**src/rtl/adder_cla_arb.sv**
```systemverilog
// adder_cla_arb: two-requester round-robin arbiter that shares one NBIT-bit
// carry-lookahead adder between two clients, with multi-word bursts whose
// carry chains across cycles.
//
// Results leave through a one-entry registered output stage (valid/ready).
//
// Ports
//   i_clk, i_rst             clock, synchronous active-high reset
//   i_reqN_valid             requester N presents a word (N = 0, 1)
//   o_reqN_ready             word from requester N accepted this cycle
//   i_reqN_a, i_reqN_b       operands
//   i_reqN_c                 carry-in, used only on the first word of a burst
//   i_reqN_last              final word of the burst
//   o_valid / i_ready        output handshake
//   o_s, o_c                 registered sum word and its carry-out
//   o_id                     requester that produced the result
//   o_last                   result is the final word of its burst
module adder_cla_arb #(
  parameter int unsigned NBIT = 32
) (
  input  logic            i_clk,
  input  logic            i_rst,

  input  logic            i_req0_valid,
  output logic            o_req0_ready,
  input  logic [NBIT-1:0] i_req0_a,
  input  logic [NBIT-1:0] i_req0_b,
  input  logic            i_req0_c,
  input  logic            i_req0_last,

  input  logic            i_req1_valid,
  output logic            o_req1_ready,
  input  logic [NBIT-1:0] i_req1_a,
  input  logic [NBIT-1:0] i_req1_b,
  input  logic            i_req1_c,
  input  logic            i_req1_last,

  output logic            o_valid,
  input  logic            i_ready,
  output logic [NBIT-1:0] o_s,
  output logic            o_c,
  output logic            o_id,
  output logic            o_last
);

  // Adder is built from 4-bit lookahead groups; operands are zero-padded
  // up to a whole number of groups.
  localparam int unsigned NGrp = (NBIT + 3) / 4;
  localparam int unsigned PadW = NGrp * 4;

  typedef enum logic [1:0] {
    StIdle,
    StLock0,
    StLock1
  } state_e;

  state_e          state_q, state_d;
  logic            ptr_q, ptr_d;          // IDLE tie-break: requester to favour
  logic            chain_c_q, chain_c_d;  // carry handed to the next burst word

  logic            out_valid_q, out_valid_d;
  logic [NBIT-1:0] out_s_q, out_s_d;
  logic            out_c_q, out_c_d;
  logic            out_id_q, out_id_d;
  logic            out_last_q, out_last_d;

  logic            grant0, grant1;
  logic            space;
  logic            accept;
  logic            sel_id;
  logic            sel_last;
  logic            sel_c;

  logic [NBIT-1:0] add_a, add_b;
  logic            add_cin;
  logic [NBIT-1:0] add_sum;
  logic            add_cout;

  // ---------------------------------------------------------------------------
  // FSM: state register
  // ---------------------------------------------------------------------------
  always_ff @(posedge i_clk) begin
    if (i_rst) begin
      state_q <= StIdle;
    end else begin
      state_q <= state_d;
    end
  end

  // ---------------------------------------------------------------------------
  // FSM: next state
  // ---------------------------------------------------------------------------
  always_comb begin
    state_d = state_q;
    unique case (state_q)
      StIdle: begin
        if (accept && !sel_last) begin
          state_d = sel_id ? StLock1 : StLock0;
        end
      end
      StLock0, StLock1: begin
        if (accept && sel_last) begin
          state_d = StIdle;
        end
      end
      default: state_d = StIdle;
    endcase
  end

  // ---------------------------------------------------------------------------
  // FSM: outputs (grants)
  // ---------------------------------------------------------------------------
  always_comb begin
    grant0 = 1'b0;
    grant1 = 1'b0;
    unique case (state_q)
      StIdle: begin
        if (i_req0_valid && i_req1_valid) begin
          grant0 = !ptr_q;
          grant1 = ptr_q;
        end else begin
          grant0 = i_req0_valid;
          grant1 = i_req1_valid;
        end
      end
      // A locked burst owns the adder until its last word; the other side waits.
      StLock0: grant0 = i_req0_valid;
      StLock1: grant1 = i_req1_valid;
      default: begin
        grant0 = 1'b0;
        grant1 = 1'b0;
      end
    endcase
  end

  // ---------------------------------------------------------------------------
  // Handshake and operand selection
  // ---------------------------------------------------------------------------
  assign space        = !out_valid_q || i_ready;
  assign o_req0_ready = grant0 && space && !i_rst;
  assign o_req1_ready = grant1 && space && !i_rst;
  assign accept       = o_req0_ready || o_req1_ready;

  // Grants are exclusive, so grant1 alone steers the operand mux.
  assign sel_id   = grant1;
  assign add_a    = sel_id ? i_req1_a    : i_req0_a;
  assign add_b    = sel_id ? i_req1_b    : i_req0_b;
  assign sel_c    = sel_id ? i_req1_c    : i_req0_c;
  assign sel_last = sel_id ? i_req1_last : i_req0_last;

  // First word of a burst takes the requester's carry; later words take the
  // carry-out of the previous word.
  assign add_cin = (state_q == StIdle) ? sel_c : chain_c_q;

  // ---------------------------------------------------------------------------
  // Carry-lookahead adder (adder_cla datapath)
  // Each 4-bit group computes its internal carries directly from the group
  // carry-in; group carries then ripple through group generate/propagate.
  // ---------------------------------------------------------------------------
  always_comb begin
    logic [PadW-1:0] pa, pb, gen, prop;
    logic [PadW:0]   cy;
    logic [3:0]      g4, p4;
    logic            cg, grp_g, grp_p;

    pa    = PadW'(add_a);
    pb    = PadW'(add_b);
    gen   = pa & pb;
    prop  = pa ^ pb;
    cy    = '0;
    cy[0] = add_cin;
    g4    = '0;
    p4    = '0;
    cg    = 1'b0;
    grp_g = 1'b0;
    grp_p = 1'b0;

    for (int unsigned grp = 0; grp < NGrp; grp++) begin
      g4 = gen[grp*4 +: 4];
      p4 = prop[grp*4 +: 4];
      cg = cy[grp*4];

      cy[grp*4+1] = g4[0] | (p4[0] & cg);
      cy[grp*4+2] = g4[1] | (p4[1] & g4[0]) | (p4[1] & p4[0] & cg);
      cy[grp*4+3] = g4[2] | (p4[2] & g4[1]) | (p4[2] & p4[1] & g4[0])
                  | (p4[2] & p4[1] & p4[0] & cg);

      grp_g = g4[3] | (p4[3] & g4[2]) | (p4[3] & p4[2] & g4[1])
            | (p4[3] & p4[2] & p4[1] & g4[0]);
      grp_p = &p4;
      cy[grp*4+4] = grp_g | (grp_p & cg);
    end

    // Padding bits have p = g = 0, so cy[NBIT] is the true carry-out.
    add_sum  = prop[NBIT-1:0] ^ cy[NBIT-1:0];
    add_cout = cy[NBIT];
  end

  // ---------------------------------------------------------------------------
  // Pointer, chained carry and output stage next-state
  // ---------------------------------------------------------------------------
  always_comb begin
    ptr_d       = ptr_q;
    chain_c_d   = chain_c_q;
    out_valid_d = out_valid_q;
    out_s_d     = out_s_q;
    out_c_d     = out_c_q;
    out_id_d    = out_id_q;
    out_last_d  = out_last_q;

    if (accept) begin
      chain_c_d   = add_cout;
      out_valid_d = 1'b1;
      out_s_d     = add_sum;
      out_c_d     = add_cout;
      out_id_d    = sel_id;
      out_last_d  = sel_last;
      // Fairness is per burst: the pointer only turns over on a last word.
      if (sel_last) begin
        ptr_d = ~sel_id;
      end
    end else if (i_ready) begin
      out_valid_d = 1'b0;
    end
  end

  always_ff @(posedge i_clk) begin
    if (i_rst) begin
      ptr_q       <= 1'b0;
      chain_c_q   <= 1'b0;
      out_valid_q <= 1'b0;
      out_s_q     <= '0;
      out_c_q     <= 1'b0;
      out_id_q    <= 1'b0;
      out_last_q  <= 1'b0;
    end else begin
      ptr_q       <= ptr_d;
      chain_c_q   <= chain_c_d;
      out_valid_q <= out_valid_d;
      out_s_q     <= out_s_d;
      out_c_q     <= out_c_d;
      out_id_q    <= out_id_d;
      out_last_q  <= out_last_d;
    end
  end

  assign o_valid = out_valid_q;
  assign o_s     = out_s_q;
  assign o_c     = out_c_q;
  assign o_id    = out_id_q;
  assign o_last  = out_last_q;

  // Only one requester may ever be accepted in a cycle.
  a_ready_mutex : assert property (@(posedge i_clk) !(o_req0_ready && o_req1_ready));

endmodule

```
**config.mk**
```make
export PLATFORM = sky130hd
export DESIGN_NAME = adder_cla_arb
export DESIGN_NICKNAME = d
export VERILOG_FILES = /design/src/rtl/adder_cla_arb.sv
export SDC_FILE = /design/constraint.sdc
export NUM_CORES = 1
export LEC_CHECK = 0
export BUFFER_PORTS_ARGS = -buffer_cell sky130_fd_sc_hd__buf_4
export CAP_MARGIN = 15
export CORE_UTILIZATION = 52
export CTS_CLUSTER_SIZE = 40
export DETAILED_ROUTE_END_ITERATION = 12
export GPL_ROUTABILITY_DRIVEN = 0
export PLACE_DENSITY_LB_ADDON = 0.3
export SYNTH_ARGS = -nofsm -noshare
export SYNTH_HDL_FRONTEND = slang
export SYNTH_SLANG_ARGS = --single-unit
```
**constraint.sdc**
```tcl
create_clock -name i_clk -period 12.2 [get_ports i_clk]
set_input_delay 1.83 -clock i_clk [delete_from_list [all_inputs] [get_ports i_clk]]
set_output_delay 1.83 -clock i_clk [all_outputs]
set_load 0.02 [all_outputs]
```
Yosys cells after proc, flatten, opt, wreduce, memory -nomap -nowiden
Cells that the tools add are included.

Bits in registers: 39. Logic and storage cells: 256. Input bits: 137.

Reduce and logical (&&, ||, !) cells: 26. Equal/unequal tests: 4. Mux-type cells: 15. Bitwise gates (word level): 204.

Operators by type and width (count): 1-bit bitwise AND (120); 1-bit OR (80); 32-bit 2-to-1 mux (2); 32-bit XOR (2); 32-bit bitwise AND (1); 4-bit AND reduction (8); 1-bit logical AND (7); 1-bit 2-to-1 mux (7); 2-bit 2-to-1 mux (3); 1-bit zero test (4); 2-bit != test (second input constant) (2); 1-bit one-hot mux with 2 select lines (2); 2-bit one-hot mux with 2 select lines (1); 2-bit AND reduction (2); 2-bit by 1-bit equality test with 1-bit output (second input constant) (1); 2-bit equality test (second input constant) (1); 2-bit zero test (1); 1-bit logical OR (2); 2-bit nonzero test (1); 2-bit OR reduction (1); 1-bit inverter (1).

Logic depth before layout (Yosys ltp)
Gate-level depths: netlist of run 1.

Depth in word-level cells: 25. Mapped depth: 21.

Least setup slack after synthesis of run 1
Ideal clock, no wire load.

Kind: input to register. Start point: input port i_req0_valid. End point: register out_s_q[29], in the netlist o_s[29]. Buffers on the path: 2. Path slack: 6.848 ns. Stages on the path: 18. Setup time: 0.070 ns. Arrival time: 5.281 ns. Path through: nand2b_1 > a21oi_1 > nor2_1 > clkbuf_1 > buf_2 > mux2_2 > ha_1 > nand4_1 > nor3_1 > o21ai_1 > a21oi_2 > nor2_2 > o21ai_4 > inv_1 > fa_1 > xnor2_1 > nand2_1 > a21oi_1.

Cells in the longest elaborated chain, start to end: 25.

RTL lines: from (decl) (line 24) `input logic i_req0_valid,`; 1-bit logical AND (line 118) `if (i_req0_valid && i_req1_valid) begin`; 1-bit 2-to-1 mux (line 118); 1-bit one-hot mux with 2 select lines (line 116) `unique case (state_q)`; 32-bit 2-to-1 mux (on tied branches) (line 146, 147); 32-bit XOR / 32-bit bitwise AND (equally long branches) (line 169, 168); 1-bit bitwise AND (on tied branches) (line 188, 189); 1-bit OR (tied with other cells) (line 188) `grp_g = g4[3] | (p4[3] & g4[2]) | (p4[3] & p4[2] & g4[1])`; 1-bit OR / 1-bit bitwise AND (equally long branches) (line 188, 189); [9 not listed]; 1-bit OR (line 191) `cy[grp*4+4] = grp_g | (grp_p & cg);`; 1-bit bitwise AND (line 191); 1-bit OR (line 191); 1-bit bitwise AND (line 191); 1-bit OR (line 191); 1-bit bitwise AND (line 183) `cy[grp*4+1] = g4[0] | (p4[0] & cg);`; 1-bit OR (line 183); 32-bit XOR (line 195) `add_sum = prop[NBIT-1:0] ^ cy[NBIT-1:0];`; to (signal assigned) (line 240) `out_s_q <= out_s_d;`; to (decl) (line 62) `logic [NBIT-1:0] out_s_q, out_s_d;`.

Several ways; a longest one is shown, not always the timed one. A chain may end at the register's enable or synchronous reset.

Worst setup path after layout of run 1
Same ends and word-level chain as after synthesis.

==> summary.md, run 1 <==
| Metric | Value |
|---|---|
| First-pass GRT wire length | `16,300 um` |
| Power Density | `187 nW/um^2` |
| Area share of the largest cell type after synthesis | `20.8%` |
| TNS Setup | `0 ns` |
| Crit. End Element | `flip-flop` |
| Die area | `7570 sq um` |
| CTS sink cnt | `39` |
| Clock Tree Buf Depth | `2` |
| CP Data Required Time | `12.42 ns` |
| Htree depth | `2` |
| Ys async rst share | `0%` |
| CP Class | `in2reg` |
| Number of setup buffers added after CTS | `0` |
| 1st-iter DRT viols | `136` |
| Post-synth EDFFs | `0` |
| DR vias | `3,828` |
| Die Wd | `87.0 um` |
| Port Buffers | `174` |
| Synth cell count leaders | `mux2_2, nand2_1, dfxtp_1` |
| Worst Hold Class | `reg2reg` |
| Die Y | `87.0 um` |
| Initial core utilization | `54.4%` |
| Synth Area per Inst | `around 8.7 sq um` |
| Hpwl dp | `8010 um` |
| Leading area contributor after synthesis | `dfxtp_1` |
| Setup Skew | `0.00816 ns` |
| Cell row count | `30` |
| Global route overflow | `0` |
| Worst path arrival time | `6.34 ns` |
| Slew @ Worst Pin | `0.935 ns` |
| Largest net degree at the start of global routing | `46` |
| DP Cell Count | `684` |
| Cell variety after synth | `slightly above 60` |
| Met1 Usage GRT | `29.5%` |
| Vias/cell | `roughly 5.5` |
| Cell with the most instances after synthesis | `mux2_2` |
| Leakage | `2.44 nW` |
| Global-route track usage on met2 | `51.0%` |
| GR peak layer | `met2` |
| Hold Violations, Final | `0` |
| # hold bufs at CTS | `0` |
| Setup ws final | `6.08 ns` |
| Pre-CTS setup slack | `5.81 ns` |
| Finish-stage setup viols | `0` |
| Peak VDD IR | `82.1 uV` |
| TritonCTS clock tree | `yes` |
| Clk_lat worst skew | `0.28 ns` |
| Final wirelength | `10,100 um` |
| Antenna fix cells | `0` |
| Initial antenna violation count | `0` |
| Drt first pass iters | `4` |
| Slew HR | `37.5%` |
| Layout cells sized above 1 | `43.8%` |
| Synthesized area | `3760 sq um` |
| Root buffer cell | `clkbuf_8` |
| Cells after Synth | `432` |
| Final std cells w/o fill | `between 600 and 700` |
| Slew Viols, Final | `0` |
| Num ports | `175` |
| Yosys warns | `0` |
| P&R area growth vs syn | `39.2%` |
| Area contributors post-synth | `dfxtp_1, mux2_2, ha_1` |
| Number of remaining DRC errors | `0` |
| GRT Util Overall | `26.8%` |
| #FFs+latches synth | `39` |
| Post-CTS Resized | `0` |
| Crit path time final | `6.12 ns` |
| WHS | `0.464 ns` |
| Number of global-route vias before repair | `3,898` |
| RSZ-0062 raised after global routing | `no` |
| Main synth FF type | `dfxtp_1` |
| Worst-path clk slew | `0.08 ns` |
| Max Cap Viol | `0` |
| Core ar. | `6910 sq um` |
| Startpoint types | `input pin` |
| Num CTS Buffers | `5` |
| Sequential area share after synthesis | `between 20% and 30%` |
| Fmax | `roughly 160 MHz` |
| Syn nets | `612` |
| Tcrit/Tclk final | `50.1%` |
| Nets@finish | `775` |
| Antenna-violating nets left | `0` |
| Met3 Resource Use GR | `4.17%` |
| CP Max Fanout | `36` |
| Status | `completed` |
| Drt wl/cell | `14.6 um` |
-- registers in the layout, indices dropped and copies added (netlist names) --
register	count
o_c	1
o_id	1
o_last	1
o_s	32
o_valid	1
ptr_q	1
state_q	2
-- worst max-delay path, stage by stage --
cell      delay (ns)
buf_4           0.12
nand2b_1        0.06
a21oi_1         0.12
nor2_4          0.74
buf_4           0.54
mux2_2          0.40
ha_1            0.37
a21oi_1         0.13
o21ai_0         0.34
inv_1           0.10
o221ai_1        0.31
nor2_2          0.12
o21ai_4         0.22
inv_1           0.09
fa_1            0.43
xnor2_1         0.17
nand2_1         0.07
a21oi_1         0.15
-- worst paths after layout --
check	from	to	slack [ns]	cells past startpoint
worst max-delay path	i_req0_valid	o_s[29]$_SDFFE_PP0P_	6.08	18
worst min-delay path	o_s[0]$_SDFFE_PP0P_	o_s[0]$_SDFFE_PP0P_	0.46	2
worst max register to register	state_q[0]$_SDFFE_PP0P_	o_s[29]$_SDFFE_PP0P_	6.96	18
worst min register to register	o_s[0]$_SDFFE_PP0P_	o_s[0]$_SDFFE_PP0P_	0.46	2
-- layout by cell type (no fill, tap or decap), drive strengths merged, types with 3 or more instances in the layout --
cell type	n
xnor2	9
nor2	23
mux2	60
o21a	3
nand2	45
a21oi	37
clkbuf	6
mux2i	9
xor2	8
ha	35
a21o	11
buf	177
nand4	5
fa	8
nand3	6
or4b	4
dfxtp	39
a31oi	3
o21ai	20
nand3b	7
nor3	6
a211oi	14
inv	25
-- metal layers --
metal / routed length, um / share of wire, %
met5: 0 / 0
met4: 257 / 2.5
met3: 689 / 6.8
met2: 5110 / 51
met1: 4030 / 40
-- kinds of logic after synthesis --
logic type                 after synthesis  share of synthesized area [%]
xor gates and xnor gates                17                           3.96
and+or+nand+nor                        111                           14.9
DFF                                     39                           20.8
AOI/OAI and AO/OA                      107                           18.9
buffers and inverters                   46                           5.13
adders and majority gates               43                           15.9
muxes                                   69                           20.4
-- area by class of cell --
| type | count | area [sq um] |
|---|---|---|
| multi-input cells | 347 | 2790 |
| fillers | 528 | 1670 |
| repair buffers | 177 | 1330 |
| flip-flops and latches | 39 | 781 |
| well taps | 96 | 120 |
| inverters | 25 | 93.8 |
| clock buffers | 6 | 82.6 |
| clock inverters | 2 | 35.0 |
-- power by group --
| part | switching, mW | leakage, nW | internal, mW |
|---|---|---|---|
| clock | 0.0439 | 0.0612 | 0.0662 |
| combinational | 0.360 | 2.06 | 0.308 |
| sequential | 0.0267 | 0.321 | 0.171 |
-- through the flow --
stage	util [%]	cell area (sq um)	power, mW
2_1_floorplan	-	3760	0.678
3_3_place_gp	74.1	5120	0.837
3_5_place_dp	74.1	5120	0.864
4_1_cts	75.8	5230	0.977
5_1_grt	75.8	5230	1.06
6_report	75.8	5230	0.977
Power figures use the tool's default switching activity.
==> run 2, diff against run 1 <==
--- a/config.mk
+++ b/config.mk
@@ -7,7 +7,7 @@
 export LEC_CHECK = 0
 export BUFFER_PORTS_ARGS = -buffer_cell sky130_fd_sc_hd__buf_4
 export CAP_MARGIN = 15
-export CORE_UTILIZATION = 52
+export CORE_UTILIZATION = 43
 export CTS_CLUSTER_SIZE = 40
 export DETAILED_ROUTE_END_ITERATION = 12
 export GPL_ROUTABILITY_DRIVEN = 0
==> constraint.sdc (replaced) <==
create_clock -name i_clk -period 5.6 [get_ports i_clk]
set_input_delay 0.84 -clock i_clk [delete_from_list [all_inputs] [get_ports i_clk]]
set_output_delay 0.84 -clock i_clk [all_outputs]
set_load 0.02 [all_outputs]
==> summary.md, run 2 (synthesized netlist as in run 1, its figures left out) <==
| Metric | Value |
|---|---|
| Clk_lat worst skew | `0.29 ns (about the same)` |
| Die Wd | `95.5 um (+9.7%)` |
| Slew Viols, Final | `0 (unchanged)` |
| GRT Util Overall | `22.2% (-4.6 points)` |
| DR vias | `3,740 (-2.3%)` |
| Layout cells sized above 1 | `43.7% (-0.073 points)` |
| 1st-iter DRT viols | `68 (-50%)` |
| Startpoint types | `flip-flop` |
| CP Data Required Time | `5.81 ns (-6.61 ns)` |
| Port Buffers | `174 (unchanged)` |
| Number of global-route vias before repair | `3,725 (-4.4%)` |
| Drt first pass iters | `4 (unchanged)` |
| Core ar. | `8340 sq um (+21%)` |
| Global route overflow | `0 (unchanged)` |
| Power Density | `397 nW/um^2 (+110%)` |
| Leakage | `2.44 nW (-0.19%)` |
| Fmax | `211 MHz` |
| CP Class | `reg2reg` |
| Final wirelength | `10,100 um (-0.41%)` |
| Die area | `9120 sq um (+20%)` |
| Post-CTS Resized | `0 (unchanged)` |
| Num ports | `175 (unchanged)` |
| Htree depth | `2 (unchanged)` |
| Number of remaining DRC errors | `0 (unchanged)` |
| Finish-stage setup viols | `0 (unchanged)` |
| Worst-path clk slew | `0.08 ns (about the same)` |
| Peak VDD IR | `165 uV (+100%)` |
| Crit path time final | `4.75 ns` |
| Footprint of the multi-input gates | `2790 sq um (unchanged)` |
| Cell row count | `33 (+10%)` |
| TritonCTS clock tree | `yes` |
| Slew HR | `61.7% (+24 points)` |
| Largest net degree at the start of global routing | `46 (unchanged)` |
| Hold Violations, Final | `0 (unchanged)` |
| CP Max Fanout | `40 (+11%)` |
| Initial core utilization | `45.1% (-9.4 points)` |
| Vias/cell | `5.33 (-3.7%)` |
| P&R area growth vs syn | `39.3% (about the same)` |
| Root buffer cell | `clkbuf_8` |
| Die Y | `95.5 um (+9.7%)` |
| Slew @ Worst Pin | `0.569 ns (-0.366 ns)` |
| Setup Skew | `0.00750 ns (-0.000654 ns)` |
| Final core utilization | `62.8% (-13 points)` |
| CTS sink cnt | `39 (unchanged)` |
| Number of setup buffers added after CTS | `0 (unchanged)` |
| Tcrit/Tclk final | `84.8%` |
| TNS Setup | `0 ns (unchanged)` |
| RSZ-0062 raised after global routing | `no` |
| Commonest non-fill, non-tap cell in the layout | `buf_4` |
| First-pass GRT wire length | `16,100 um (-1.1%)` |
| Max FFs per register | `32 (unchanged)` |
| Clock Tree Buf Depth | `2 (unchanged)` |
| Drt wl/cell | `14.3 um (-1.8%)` |
| Hpwl dp | `8080 um (+0.81%)` |
| Status | `completed` |
| Antenna-violating nets left | `0 (unchanged)` |
| Max Cap Viol | `0 (unchanged)` |
| Initial antenna violation count | `0 (unchanged)` |
| Worst path arrival time | `4.96 ns (-1.38 ns)` |
| Antenna fix cells | `0 (unchanged)` |
| Num CTS Buffers | `5 (unchanged)` |
| Filler Cells Inserted | `768 (+45%)` |
| Most frequent cells in the layout | `buf_4, mux2_2, nand2_1, dfxtp_1, a21oi_1` |
| Worst Hold Class | `reg2reg` |
| Crit. End Element | `flip-flop` |
| # hold bufs at CTS | `0 (unchanged)` |
| Nets@finish | `776 (+0.13%)` |
| Register area | `781 sq um (unchanged)` |
-- run 2: cell types whose count changed in the layout (fill, tap and decap cells not counted), sizes merged --
cell    before  now
clkbuf       6    8
bufinv       1    0
clkinv       1    0
buf        177  178
-- run 2: through the flow --
step,cell area (sq um),hold slack (ns),worst slack [ns],power [mW],std cells
after floorplan,3760,0.520,1.24,1.48,432
after global placement,5130,0.439,0.816,1.84,694
after detailed placement,5130,0.446,0.685,1.88,694
after CTS,5240,0.456,0.858,2.10,702
after global routing,5240,0.476,0.398,2.26,702
final,5240,0.456,0.851,2.08,702
-- run 2: power by group --
part | leakage (nW) | internal (mW) | switching [mW] | total [mW]
clock network | 0.0515 | 0.112 | 0.0959 | 0.208
logic | 2.06 | 0.672 | 0.769 | 1.44
registers | 0.321 | 0.373 | 0.0571 | 0.430
total | 2.44 | 1.16 | 0.922 | 2.08
-- run 2: worst max-delay path, cell delays in order, from the launching register on --
cell and delay, ns:
dfxtp_1 0.32, inv_1 0.10, ha_1 0.35, a21oi_1 0.20
nor2_4 0.28, buf_4 0.48, mux2_2 0.39, ha_1 0.38
nand4_1 0.17, nor3_1 0.36, o21ai_1 0.19, a21oi_2 0.21
nor2_2 0.10, o21ai_4 0.22, inv_1 0.09, fa_1 0.43
xnor2_1 0.16, nand2_1 0.06, a21oi_1 0.15
-- run 2: layer usage --
metal	routed length, um	GRT usage (%)	part of all wire [%]
met1	4100	25.4	41
met2	5060	40.8	50
met3	671	3.83	6.7
met4	223	8.08	2.2
met5	0	0	0
-- run 2: layout make-up --
cell class / count / share of cell area (%)
clock buffers: 8 / 1.91
well taps: 105 / 2.51
multi-input cells: 347 / 53.3
flip-flops and latches: 39 / 14.9
inverters: 25 / 1.79
repair buffers: 178 / 25.5
-- run 2: worst paths after layout --
path	cells after the start	startpoint	slack, ns	endpoint
hold / removal	2	o_s[22]$_SDFFE_PP0P_	0.46	o_s[22]$_SDFFE_PP0P_
setup reg to reg	18	state_q[0]$_SDFFE_PP0P_	0.85	o_s[29]$_SDFFE_PP0P_
hold reg to reg	2	o_s[22]$_SDFFE_PP0P_	0.46	o_s[22]$_SDFFE_PP0P_
setup / recovery	18	state_q[0]$_SDFFE_PP0P_	0.85	o_s[29]$_SDFFE_PP0P_
==> run 3, diff against run 2 <==
==> constraint.sdc (replaced) <==
create_clock -name i_clk -period 4.1 [get_ports i_clk]
set_input_delay 0.615 -clock i_clk [delete_from_list [all_inputs] [get_ports i_clk]]
set_output_delay 0.615 -clock i_clk [all_outputs]
set_load 0.02 [all_outputs]
==> summary.md, run 3 (synthesized netlist as in run 1, its figures left out) <==
| Metric | Value |
|---|---|
| Slew HR | `49.1% (-13 points)` |
| 1st-iter DRT viols | `134 (+97%)` |
| Switch share | `43.6% (-0.73 points)` |
| Worst path arrival time | `4.11 ns (-0.85 ns)` |
| CTS sink cnt | `39 (unchanged)` |
| Nets@finish | `806 (+3.9%)` |
| Antenna-violating nets left | `0 (unchanged)` |
| P&R area growth vs syn | `50.8%` |
| R2r worst-path depth | `19 (+1)` |
| Critical R2R Launch | `state_q[0]$_SDFFE_PP0P_` |
| Slew Viols, Final | `0 (unchanged)` |
| Setup ws final | `0.212 ns (-0.639 ns)` |
| Die Y | `95.5 um (unchanged)` |
| Clk_lat worst skew | `0.29 ns (about the same)` |
| Crit path time final | `3.89 ns (-0.861 ns)` |
| Tcrit/Tclk final | `94.8% (+10 points)` |
| Crit path max-delay cell type | `fa_1` |
| Number of global-route vias before repair | `3,912 (+5.0%)` |
| CP Class | `reg2reg` |
| Vias/cell | `5.41 (+1.6%)` |
| Num ports | `175 (unchanged)` |
| Design area | `5670 sq um (+8.2%)` |
| Clock Tree Buf Depth | `2 (unchanged)` |
| Clk network pwr share | `9.2% (-0.8 points)` |
| Setup Skew | `0.00656 ns (-0.000943 ns)` |
| Global route overflow | `0 (unchanged)` |
| CP Data Required Time | `4.32 ns (-1.49 ns)` |
| Core ar. | `8340 sq um (unchanged)` |
| Commonest non-fill, non-tap cell in the layout | `buf_4` |
| Fmax | `257 MHz (+22%)` |
| Number of remaining DRC errors | `0 (unchanged)` |
| Cell Area, Placed | `5320 sq um (+3.6%)` |
| Drt wl/cell | `15.2 um (+6.0%)` |
| Pint | `1.79 mW (+54%)` |
| Antenna fix cells | `0 (unchanged)` |
| Num CTS Buffers | `5 (unchanged)` |
| Max incr delay on CP | `0.43 ns (-0.05 ns)` |
| Hold Violations, Final | `0 (unchanged)` |
| Cell row count | `33 (unchanged)` |
| Delay-heaviest family, CP | `adder cells` |
| Flop-to-flop setup slack | `0.21 ns (-0.64 ns)` |
| Initial antenna violation count | `0 (unchanged)` |
| Sequential Power Share | `18.7% (-2.0 points)` |
| Root buffer cell | `clkbuf_8` |
| Leakage | `2.62 nW (+7.4%)` |
| Tot Pwr | `3.17 mW (+52%)` |
| Worst-path clk slew | `0.08 ns (about the same)` |
| TritonCTS clock tree | `yes` |
| Initial core utilization | `45.1% (unchanged)` |
| Min-delay src | `o_s[2]$_SDFFE_PP0P_` |
| CP Cell Sequence | `inv_2 > ha_4 > a21oi_4 > nor2_4 > clkbuf_16 > mux2_2 > ha_1 > nand4_1 > nor3_1 > buf_4 > o21ai_1 > a21oi_2 > nor2_2 > o21ai_4 > inv_1 > fa_1 > xnor2_1 > nand2_1 > a21oi_1` |
| Status | `completed` |
| DR vias | `3,963 (+6.0%)` |
| Final wirelength | `11,100 um (+11%)` |
| Worst Hold Class | `reg2reg` |
| Power Density | `559 nW/um^2 (+41%)` |
| CP Capture Point | `o_s[29]$_SDFFE_PP0P_` |
| Worst Path Buf+Inv | `4 (+1)` |
| Worst R2R End | `o_s[29]$_SDFFE_PP0P_` |
| Layout cells sized above 1 | `49.3% (+5.6 points)` |
| Port Buffers | `174 (unchanged)` |
| Finish-stage setup viols | `0 (unchanged)` |
| Final core utilization | `67.9% (+5.2 points)` |
| Die area | `9120 sq um (unchanged)` |
| Crit. path cell count | `19 (+1)` |
| Max Cap Viol | `0 (unchanged)` |
| Die Wd | `95.5 um (unchanged)` |
| Slew @ Worst Pin | `0.763 ns (+0.194 ns)` |
| CP Max Fanout | `6 (-85%)` |
| Htree depth | `2 (unchanged)` |
| Worst setup startpoint | `state_q[0]$_SDFFE_PP0P_` |
| Largest net degree at the start of global routing | `46 (unchanged)` |
| Crit. End Element | `flip-flop` |
| First-pass GRT wire length | `16,600 um (+2.8%)` |
| Pre-CTS setup slack | `-0.143 ns (-0.828 ns)` |
| GRT Util Overall | `23.0% (+0.85 points)` |
| Max FFs per register | `32 (unchanged)` |
| Startpoint types | `flip-flop` |
| Peak VDD IR | `242 uV (+47%)` |
| Hpwl dp | `8490 um (+5.1%)` |
| Combinational share of power | `72.1% (+2.8 points)` |
| Most frequent cells in the layout | `buf_4, mux2_2, nand2_1, dfxtp_1, a21oi_1` |
| Drt first pass iters | `4 (unchanged)` |
| # hold bufs at CTS | `0 (unchanged)` |
| Net switching power | `1.38 mW (+50%)` |
| Filler Cells Inserted | `704 (-8.3%)` |
## run 3: layout make-up
class / instances / area [sq um] / area share (%)
tap: 105 / 131 / 2.32
inverter: 25 / 93.8 / 1.66
timing repair buffer: 208 / 1630 / 28.8
clock buffer: 8 / 100 / 1.77
multi-input combinational: 347 / 2930 / 51.6
sequential: 39 / 783 / 13.8
## run 3: how the worst min path moves through the flow
stage | end | cells after the start
final | o_s[2]$_SDFFE_PP0P_ | 2
after global routing | o_s[25]$_SDFFE_PP0P_ | 2
after CTS | o_s[25]$_SDFFE_PP0P_ | 2
after detailed placement | o_s[7]$_SDFFE_PP0P_ | 2
after global placement | o_s[7]$_SDFFE_PP0P_ | 2
after floorplan | ptr_q$_SDFFE_PP0P_ | 2
## run 3: power by group through the flow
stage	logic [mW]	clock network, mW	registers (mW)
3_5_place_dp	2.11	0	0.596
5_1_grt	2.51	0.313	0.609
2_1_floorplan	1.29	0	0.724
3_3_place_gp	2.04	0	0.592
6_report	2.28	0.292	0.593
4_1_cts	2.12	0.296	0.589
## run 3: through the flow
stage | hold slack (ns) | cells | TNS [ns]
5_1_grt | 0.488 | 732 | -0.0396
3_5_place_dp | 0.450 | 715 | -0.308
6_report | 0.455 | 732 | 0
2_1_floorplan | 0.520 | 432 | 0
3_3_place_gp | 0.439 | 715 | 0
4_1_cts | 0.462 | 723 | 0
## run 3: tightest hold or removal path: stages, from the launching register on
cell and delay [ns]:
dfxtp_1 0.31, nand2_1 0.05, a21oi_1 0.05
## run 3: per-layer routing
layer	global-route usage (%)	routed length, um	vias to the layer above
li1	-	-	1957
met1	25.6	4480	1836
met2	44.6	5730	150
met3	3.51	702	20
met4	6.34	194	0
met5	0	0	-
## run 3: repair_timing
action / in CTS / in global routing
setup endpoints to repair: 1 / 8
gates resized for setup: 1 / 26
hold endpoints to repair: 0 / 0
buffers inserted: 0 / 6
cloned: 0 / 3
pin swaps: 0 / 9
